File: src/rtl/weight_ram_scheduler_pkg.sv
// weight_ram_scheduler_pkg: shared FSM state, default sizes and saturation limits
package weight_ram_scheduler_pkg;
  localparam int NEURON_ADR_DEF = 5;
  localparam int WEIGHTS_DEF = 31;
  localparam int ACC_W_DEF = 40;
  localparam logic [ACC_W_DEF-1:0] ACC_MAX_DEF = {1'b0, {(ACC_W_DEF-1){1'b1}}};
  localparam logic [ACC_W_DEF-1:0] ACC_MIN_DEF = {1'b1, {(ACC_W_DEF-1){1'b0}}};
  typedef enum logic [1:0] {IDLE, SCAN, DRAIN, DONE} state_t;
endpackage

File: src/rtl/weight_ram_scheduler_sat_acc.sv
// sat_acc: signed accumulator that clamps at the ACC_W two's-complement limits
module sat_acc
  import weight_ram_scheduler_pkg::*;
#(
  parameter int DW = WEIGHTS_DEF + 1,
  parameter int ACC_W = ACC_W_DEF
) (
  input  logic             clk,
  input  logic             rst_n,
  input  logic             clr,
  input  logic             en,
  input  logic [DW-1:0]    din,
  output logic [ACC_W-1:0] acc
);
  logic [ACC_W:0] sum;
  assign sum = {acc[ACC_W-1], acc} + {{(ACC_W+1-DW){din[DW-1]}}, din};
  // add one extra bit of headroom; disagreeing top bits mean overflow, clamp toward the true sign
  always_ff @(posedge clk or negedge rst_n)
    if (!rst_n) acc <= '0;
    else if (clr) acc <= '0;
    else if (en) acc <= (sum[ACC_W] ^ sum[ACC_W-1]) ?
                        (sum[ACC_W] ? {1'b1, {(ACC_W-1){1'b0}}} : {1'b0, {(ACC_W-1){1'b1}}}) :
                        sum[ACC_W-1:0];
endmodule

File: src/rtl/weight_ram_scheduler.sv
// weight_ram_scheduler: scans weight RAM under a spike mask, streams gated weights and accumulates them
module weight_ram_scheduler
  import weight_ram_scheduler_pkg::*;
#(
  parameter int NEURON_ADR = NEURON_ADR_DEF,
  parameter int WEIGHTS = WEIGHTS_DEF,
  parameter int ACC_W = ACC_W_DEF
) (
  input  logic                         clk,
  input  logic                         rst_n,
  input  logic                         start,
  input  logic [2**(NEURON_ADR+1)-1:0] spike_vec,
  output logic                         busy,
  output logic                         done,
  output logic [ACC_W-1:0]             acc,
  output logic                         w_valid,
  input  logic                         w_ready,
  output logic [NEURON_ADR:0]          w_addr,
  output logic [WEIGHTS:0]             w_data,
  input  logic                         wr_req,
  output logic                         wr_ack,
  input  logic [NEURON_ADR:0]          wr_addr,
  input  logic [WEIGHTS:0]             wr_data,
  output logic                         ram_we,
  output logic [NEURON_ADR:0]          ram_a,
  output logic [WEIGHTS:0]             ram_di,
  output logic [NEURON_ADR:0]          ram_dpra,
  input  logic [WEIGHTS:0]             ram_dpo
);
  localparam int AW = NEURON_ADR + 1;
  localparam int DW = WEIGHTS + 1;
  localparam int DEPTH = 2**AW;
  state_t state, nxt;
  logic [DEPTH-1:0] mask;
  logic adv, accept, last;
  assign adv = !(w_valid && !w_ready);
  assign accept = (state == IDLE) && start;
  assign last = ram_dpra == {AW{1'b1}};
  assign busy = (state == SCAN) || (state == DRAIN);
  assign done = state == DONE;
  assign wr_ack = wr_req && (((state == IDLE) && !start) || (state == DONE));
  // next state: a stalled output beat freezes both the scan and the drain
  always_comb begin
    nxt = state;
    nxt = accept ? SCAN :
          (state == SCAN && adv && last) ? DRAIN :
          (state == DRAIN && adv) ? DONE :
          (state == DONE) ? IDLE : state;
  end
  // state register
  always_ff @(posedge clk or negedge rst_n)
    if (!rst_n) state <= IDLE;
    else state <= nxt;
  // read pipeline, output stage and registered RAM write port
  always_ff @(posedge clk or negedge rst_n)
    if (!rst_n) begin
      mask <= '0;
      ram_dpra <= '0;
      w_valid <= 1'b0;
      w_addr <= '0;
      w_data <= '0;
      ram_we <= 1'b0;
      ram_a <= '0;
      ram_di <= '0;
    end else begin
      ram_we <= wr_ack;
      if (wr_ack) begin
        ram_a <= wr_addr;
        ram_di <= wr_data;
      end
      if (accept) begin
        mask <= spike_vec;
        ram_dpra <= '0;
        w_valid <= 1'b0;
      end else if (state == SCAN && adv) begin
        w_valid <= mask[ram_dpra];
        w_addr <= ram_dpra;
        w_data <= ram_dpo;
        if (!last) ram_dpra <= ram_dpra + 1'b1;
      end else if (state == DRAIN && adv) w_valid <= 1'b0;
    end
  sat_acc #(.DW(DW), .ACC_W(ACC_W)) u_acc (
    .clk(clk),
    .rst_n(rst_n),
    .clr(accept),
    .en(w_valid && w_ready),
    .din(w_data),
    .acc(acc)
  );
endmodule

File: config.mk
export PLATFORM = sky130hd
export DESIGN_NAME = weight_ram_scheduler
export DESIGN_NICKNAME = d
export VERILOG_FILES = /design/src/rtl/weight_ram_scheduler_pkg.sv /design/src/rtl/weight_ram_scheduler_sat_acc.sv /design/src/rtl/weight_ram_scheduler.sv
export SDC_FILE = /design/constraint.sdc
export NUM_CORES = 1
export LEC_CHECK = 0
export BUFFER_PORTS_ARGS = -buffer_cell sky130_fd_sc_hd__buf_2
export CAP_MARGIN = 25
export CORE_MARGIN = 10
export CORE_UTILIZATION = 55
export DETAILED_ROUTE_END_ITERATION = 8
export PLACE_DENSITY = 0.81
export RECOVER_POWER = 25
export SYNTH_ARGS = -nofsm -noshare
export SYNTH_HDL_FRONTEND = slang
export SYNTH_HIERARCHICAL = 1
export SYNTH_SLANG_ARGS = --single-unit
File: constraint.sdc
create_clock -name clk -period 5.6 [get_ports clk]
set_input_delay 0 -clock clk [delete_from_list [all_inputs] [get_ports clk]]
set_output_delay 0 -clock clk [all_outputs]
set_load 0.1 [all_outputs]
==> impl_metrics.py, run 1 <==
metrics = {
    "worst_setup_path": {
        "crit_required_ns": 5.95,
        "cp_cell_sequence": "ha_1 -> fa_1 -> a21o_1 -> a31o_2 -> a31oi_1 -> o21ai_1 -> a21o_1 -> a21oi_1 -> o21ai_0 -> nor3b_1 -> a211oi_2",
        "end_kind": "flip-flop",
        "startpoint_type": "flip-flop",
        "crit_fanout": 4,
        "crit_family": "compound AO/OA/AOI/OAI gates",
        "crit_type": "reg -> reg",
        "slowest_delay_ns": 0.42,
        "path_buf_inv": 0,
        "crit_start": "u_acc/acc[0]",
        "worstPathArrival_ns": 3.94,
        "timing.rr.start": "u_acc/acc[0]",
        "cp_slowest_cell": "fa_1",
        "crit_path_frequent_cell": "a21o_1",
        "r2r_setup_slack_ns": 2.01,
    },
    "cells_and_area": {
        "fillers": 1241,
        "drive_above_1_share_pct": 30.9,
        "layout_common_cells": "nand2_1 (273), buf_2 (253), dfrtp_1 (190), dlygate4sd3_1 (138), mux2_2 (77)",
        "final_cell_area_sq_um": 14000,
        "fin_util_pct": 74.2,
        "syn2layout_area_growth_pct": 32.2,
        "fin_nets": 1596,
        "layout_commonest_cell": "nand2_1",
    },
    "global_routing": {
        "antenna_found_initial": 3,
        "grt_use_met1_pct": 29.8,
        "overflow": 0,
        "grtUsageMet2_pct": 44.2,
        "grt_use_total_pct": 25.6,
        "grt_pass1_wl_mm": 51.1,
        "use_met3_pct": 8.26,
        "grt_start_max_net_pins": 107,
        "busiest_layer": "met2",
        "first_global_vias": 9702,
    },
    "timing": {
        "period_share_pct": 64.1,
        "slew_headroom_pct": -76.3,
        "rsz0062_at_grt": "no",
        "fin_crit_ns": 3.59,
        "tns_ns": 0,
        "clock.fmax_ghz": 0.279,
        "layout_setup_ws_ns": 2.01,
        "fin_worst_skew_ns": 0.0151,
        "finalSetupViolCount": 0,
        "slew_violations": 107,
        "worst_pin_slew_ns": 2.64,
        "hold_violations": 0,
    },
    "yosys": {
        "synth_area_leader_cell": "dfrtp_1",
        "synth_edf_count": 0,
        "syn_avg_cell_area_sq_um": 10.2,
        "async_reset_ff_share_pct": 100,
        "yosys.cell_types.count": 85,
        "synth_area_leaders": "dfrtp_1 (45%), nand2_1 (9.7%), mux2_2 (8.2%), ha_1 (5.3%), mux4_1 (2.7%)",
        "synth-seq-cells": 190,
        "synth_top_area_share_pct": 45.0,
        "yosysWarningCount": 6,
        "yosysSeqAreaShare_pct": 45.0,
        "syn_nets": 1218,
        "synthFlopType": "dfrtp_1",
        "syn_area_sq_um": 10600,
        "syn_inst": 1033,
    },
    "placement": {
        "gp_congestion": 0.920,
        "hpwlAfterDp_mm": 20.3,
        "io_buffers": 265,
        "placed_area_sq_um": 12000,
        "post-place-ws_ns": 2.07,
    },
    "route": {
        "drtPass1Iterations": 5,
        "routed_wl_mm": 32.5,
        "drt_drc_violations_left": 0,
        "dr_total_vias": 9439,
        "wl_per_cell_microns": 19.3,
        "antenna_left": 0,
        "dr.first_iter.drc_count": 692,
        "viasPerCell": 5.60,
    },
    "flow_run": {
        "max_cap_violations": 1,
    },
    "clock_tree": {
        "clk_latency_ns": 0.43,
        "clk_transition_reported_paths_ns": 0.08,
        "cts_setup_buffers": 0,
        "clock-root-buffer": "clkbuf_16",
        "cts_tree": "done",
        "cts_buffers": 17,
        "cts.repair.resized": 0,
        "clock_sinks": 190,
        "htreeDepth": 4,
        "cts_buffer_depth": 2,
    },
    "hold_path": {
        "worstHoldStart": "w_ready",
        "hp-class": "in -> reg",
    },
    "floorplanning": {
        "start_util_pct": 56.1,
        "fp-row-count": 50,
        "die_area_sq_um": 25200,
        "die-height_microns": 159,
        "io_pins": 266,
        "die_x_microns": 159,
        "core_region_area_sq_um": 18800,
    },
    "status": {
        "violations": "capacitance limit, slew limit",
        "status": "finished, violations left",
    },
}
## layer usage
layer	up-vias	wire, microns
met3	59	2840
li1	4396	-
met5	-	0
met4	0	788
met1	4559	12300
met2	425	16600
## path summary, 6_finish.rpt
| path | to | cells after the start |
|---|---|---|
| max | u_acc/acc[34] | 11 |
| min in group asynchronous | u_acc/acc[9] | 2 |
| max reg2reg | u_acc/acc[34] | 11 |
| min | u_acc/acc[39] | 3 |
| max in group asynchronous | mask[2] | 4 |
| min reg2reg | mask[60] | 2 |
## synth_stat cells (6+ instances only)
master,number
o21ai_0,29
clkbuf_1,18
dfrtp_1,190
o21ai_2,30
nand4_1,10
mux2i_1,7
buf_2,6
nand3_1,14
buf_1,7
a21o_1,9
o211ai_1,14
a31oi_1,7
nor2_1,55
a21oi_1,50
inv_1,15
nand2_1,274
mux2_2,77
xor2_1,11
ha_1,45
o21a_1,6
xnor2_1,24
mux4_1,11
## kinds of logic (layout without fill, tap and decap cells)
| logic type | after synthesis | after routing | share of synthesized area [%] |
|---|---|---|---|
| other | 0 | 3 | 0 |
| flip-flops | 190 | 190 | 45.0 |
| buffers and inverters | 69 | 460 | 4.08 |
| adder cells (fa/ha/maj) | 46 | 46 | 5.52 |
| XOR/XNOR | 36 | 36 | 3.16 |
| AND/OR/NAND/NOR | 397 | 397 | 16.3 |
| AO/OA/AOI/OAI | 195 | 195 | 13.4 |
| multiplexers | 100 | 100 | 12.6 |
## what timing repair did
item | CTS | global route
setup endpoints to repair | 0 | 0
endpoints found under the hold margin | 240 | 0
hold buffers | 138 | 0
## worst register-to-register path: cells and delay by family (launching register included)
kind | cells | cell delay, ns
AND/OR/NAND/NOR | 1 | 0.20
flip-flops | 1 | 0.41
AO/OA/AOI/OAI | 8 | 2.21
adder cells (fa/ha/maj) | 2 | 0.69
## sequential cells by signal, summed over array words and instances, names as in the netlist, 2 cells and up
signal     count
mask          64
ram_a          6
state          2
u_acc/acc     40
w_data        32
ram_dpra       6
w_addr         6
ram_di        32
## metrics by stage
stage,hold WS (ns),std cells
final,0.0313,1687
after floorplan,-0.296,1033
after global placement,0.163,1511
after detailed placement,0.172,1513
after global routing,0.0604,1686
after CTS,0.0164,1683
## cell type report
type / instances / area (sq um) / share of cell area, %
repair buffers: 412 / 2810 / 20.1
clock inverters: 14 / 183 / 1.31
well taps: 260 / 325 / 2.33
inverters: 16 / 60.1 / 0.430
clock buffers: 18 / 429 / 3.07
flip-flops and latches: 190 / 4750 / 34.0
multi-input cells: 774 / 5410 / 38.7
diodes: 3 / 7.51 / 0.0537
Power of run 1 is not shown: default switching activity piles up to over one toggle a cycle in this logic, so the estimate is an artifact.
==> run 2, diff against run 1 <==
- CORE_UTILIZATION: 55 -> 49
- PLACE_DENSITY: 0.81 -> 0.76
- clock period: 5.6 -> 3.25 ns (I/O delays scaled with it)
==> run 2 against run 1 <==
The flow still finishes with violations (capacitance limit, slew limit). Utilization is 6.8 points lower. Critical path depth is 2 higher. Via count is 0.23% lower. Setup slack worse by 1.9 ns. Register-to-register slack worse by 1.9 ns. Maximum frequency is 14% higher. Cell count is 2.0% higher. Critical path type unchanged. Clock skew is 0.0012 ns higher. Hold slack worse by 0.024 ns.
==> impl_metrics.py, run 2 (synthesized netlist as in run 1, its figures left out) <==
metrics = {
    "cells_and_area": {
        "finalNonFillerCells": 1721,
        "drive_above_1_share_pct": 35.4,
        "fillers": 1519,
        "largest_reg_flops": 64,
        "multi_input_area_sq_um": 5420,
        "seqCellArea_sq_um": 4800,
        "layout_commonest_cell": "nand2_1",
        "fin_nets": 1613,
        "layout_common_cells": "nand2_1 (273), buf_2 (264), dfrtp_1 (152), dlygate4sd3_1 (137), mux2_2 (77)",
        "fin_util_pct": 67.5,
        "top_regs": "mask x64, u_acc/acc x40",
        "syn2layout_area_growth_pct": 35.0,
        "largest-register": "mask",
    },
    "hold_path": {
        "min_delay_path_depth": 3,
        "whs_endpoint": "u_acc/acc[39]",
        "hp-class": "in -> reg",
        "worstHoldStart": "w_ready",
    },
    "timing": {
        "fin_crit_ns": 3.15,
        "worst_pin_slew_ns": 2.51,
        "slew_violations": 53,
        "slew_headroom_pct": -67.1,
        "fin_worst_skew_ns": 0.0163,
        "period_share_pct": 97.0,
        "finalSetupViolCount": 0,
        "hold_violations": 0,
        "clock.fmax_ghz": 0.317,
    },
    "clock_tree": {
        "cts_tree": "done",
        "htreeDepth": 4,
        "clock_sinks": 190,
        "clk_transition_reported_paths_ns": 0.08,
        "cts_buffers": 17,
        "cts_buffer_depth": 2,
        "clk_latency_ns": 0.45,
        "clock-root-buffer": "clkbuf_16",
    },
    "worst_setup_path": {
        "crit_family": "compound AO/OA/AOI/OAI gates",
        "r2r_setup_slack_ns": 0.1,
        "crit_path_frequent_cell": "buf_4",
        "timing.rr.start": "u_acc/acc[0]",
        "cp_cell_sequence": "ha_1 -> fa_1 -> a21o_1 -> a31o_2 -> nand4_1 -> nand3_2 -> o31ai_4 -> buf_4 -> buf_4 -> o31ai_1 -> a31oi_1 -> xor2_1 -> o211ai_1",
        "startpoint_type": "flip-flop",
        "cp_slowest_cell": "dfrtp_2",
        "crit_required_ns": 3.57,
        "end_kind": "flip-flop",
        "ff2ff_path_depth": 13,
        "slowest_delay_ns": 0.42,
        "path_buf_inv": 2,
        "r2r_end": "u_acc/acc[36]",
        "crit_fanout": 3,
        "crit_type": "reg -> reg",
        "worstPathArrival_ns": 3.47,
    },
    "route": {
        "drt_drc_violations_left": 0,
        "viasPerCell": 5.47,
        "antenna_left": 0,
        "routed_wl_mm": 32.2,
        "drtPass1Iterations": 5,
        "dr_total_vias": 9417,
        "wl_per_cell_microns": 18.7,
        "dr.first_iter.drc_count": 699,
    },
    "floorplanning": {
        "die_x_microns": 167,
        "start_util_pct": 50.0,
        "io_pins": 266,
        "core_region_area_sq_um": 21200,
        "die-height_microns": 167,
        "die_area_sq_um": 27800,
        "fp-row-count": 53,
    },
    "placement": {
        "hpwlAfterDp_mm": 21.4,
        "place_inst": 1543,
        "io_buffers": 265,
        "gp_congestion": 0.890,
    },
    "global_routing": {
        "grt_pass1_wl_mm": 51.9,
        "overflow": 0,
        "first_global_vias": 10100,
        "grt_use_total_pct": 22.4,
        "grt_start_max_net_pins": 128,
        "antenna_found_initial": 4,
    },
    "flow_run": {
        "max_cap_violations": 1,
    },
    "status": {
        "status": "finished, violations left",
        "violations": "capacitance limit, slew limit",
    },
}
## run 2: what timing repair did
| item | in CTS | in global routing |
|---|---|---|
| endpoints found under the setup margin | 0 | 30 |
| hold buffers | 137 | 0 |
| endpoints found under the hold margin | 260 | 0 |
| setup buffers | 0 | 2 |
| gates resized for setup | 0 | 4 |
## run 2: through the flow
stage | hold WS, ns | setup WS, ns | cell area [sq um] | TNS (ns)
detailed placement | 0.192 | 0.108 | 12200 | 0
CTS | 0.00260 | 0.0792 | 14200 | 0
global placement | 0.189 | 0.170 | 12200 | 0
global route | 0.0479 | -0.0185 | 14300 | -0.0291
finish | 0.00744 | 0.0968 | 14300 | 0
floorplan | -0.296 | 0.00789 | 10600 | 0
## run 2: final cells by class
| cell class | instances | share of cell area [%] |
|---|---|---|
| multi-input combinational | 774 | 38.0 |
| sequential | 190 | 33.7 |
| timing repair buffer | 429 | 21.1 |
| clock buffer | 18 | 3.01 |
| tap | 275 | 2.41 |
| clock inverter | 14 | 1.32 |
| inverter | 16 | 0.421 |
| antenna | 5 | 0.0877 |
## run 2: routing by layer
metal	GRT usage, %	share of wire (%)
met3	7.20	8.7
met2	38.5	51
met5	0	0
met4	7.71	2.2
met1	25.6	39
## run 2: worst min-delay path, stage by stage
cell      delay [ns]
buf_2           0.09
and2_1          0.22
a311oi_1        0.11
## run 2: worst max-delay path by stage
stage / from / slack (ns) / to / cells past startpoint
after floorplan: w_data[3] / 0.008 / u_acc/acc[11] / 11
after global placement: u_acc/acc[0] / 0.17 / u_acc/acc[25] / 12
after detailed placement: u_acc/acc[0] / 0.11 / u_acc/acc[25] / 12
after CTS: u_acc/acc[0] / 0.08 / u_acc/acc[18] / 12
after global routing: u_acc/acc[0] / -0.02 / u_acc/acc[28] / 13
final: u_acc/acc[0] / 0.1 / u_acc/acc[36] / 13
Power of run 2 is left out for the same reason.
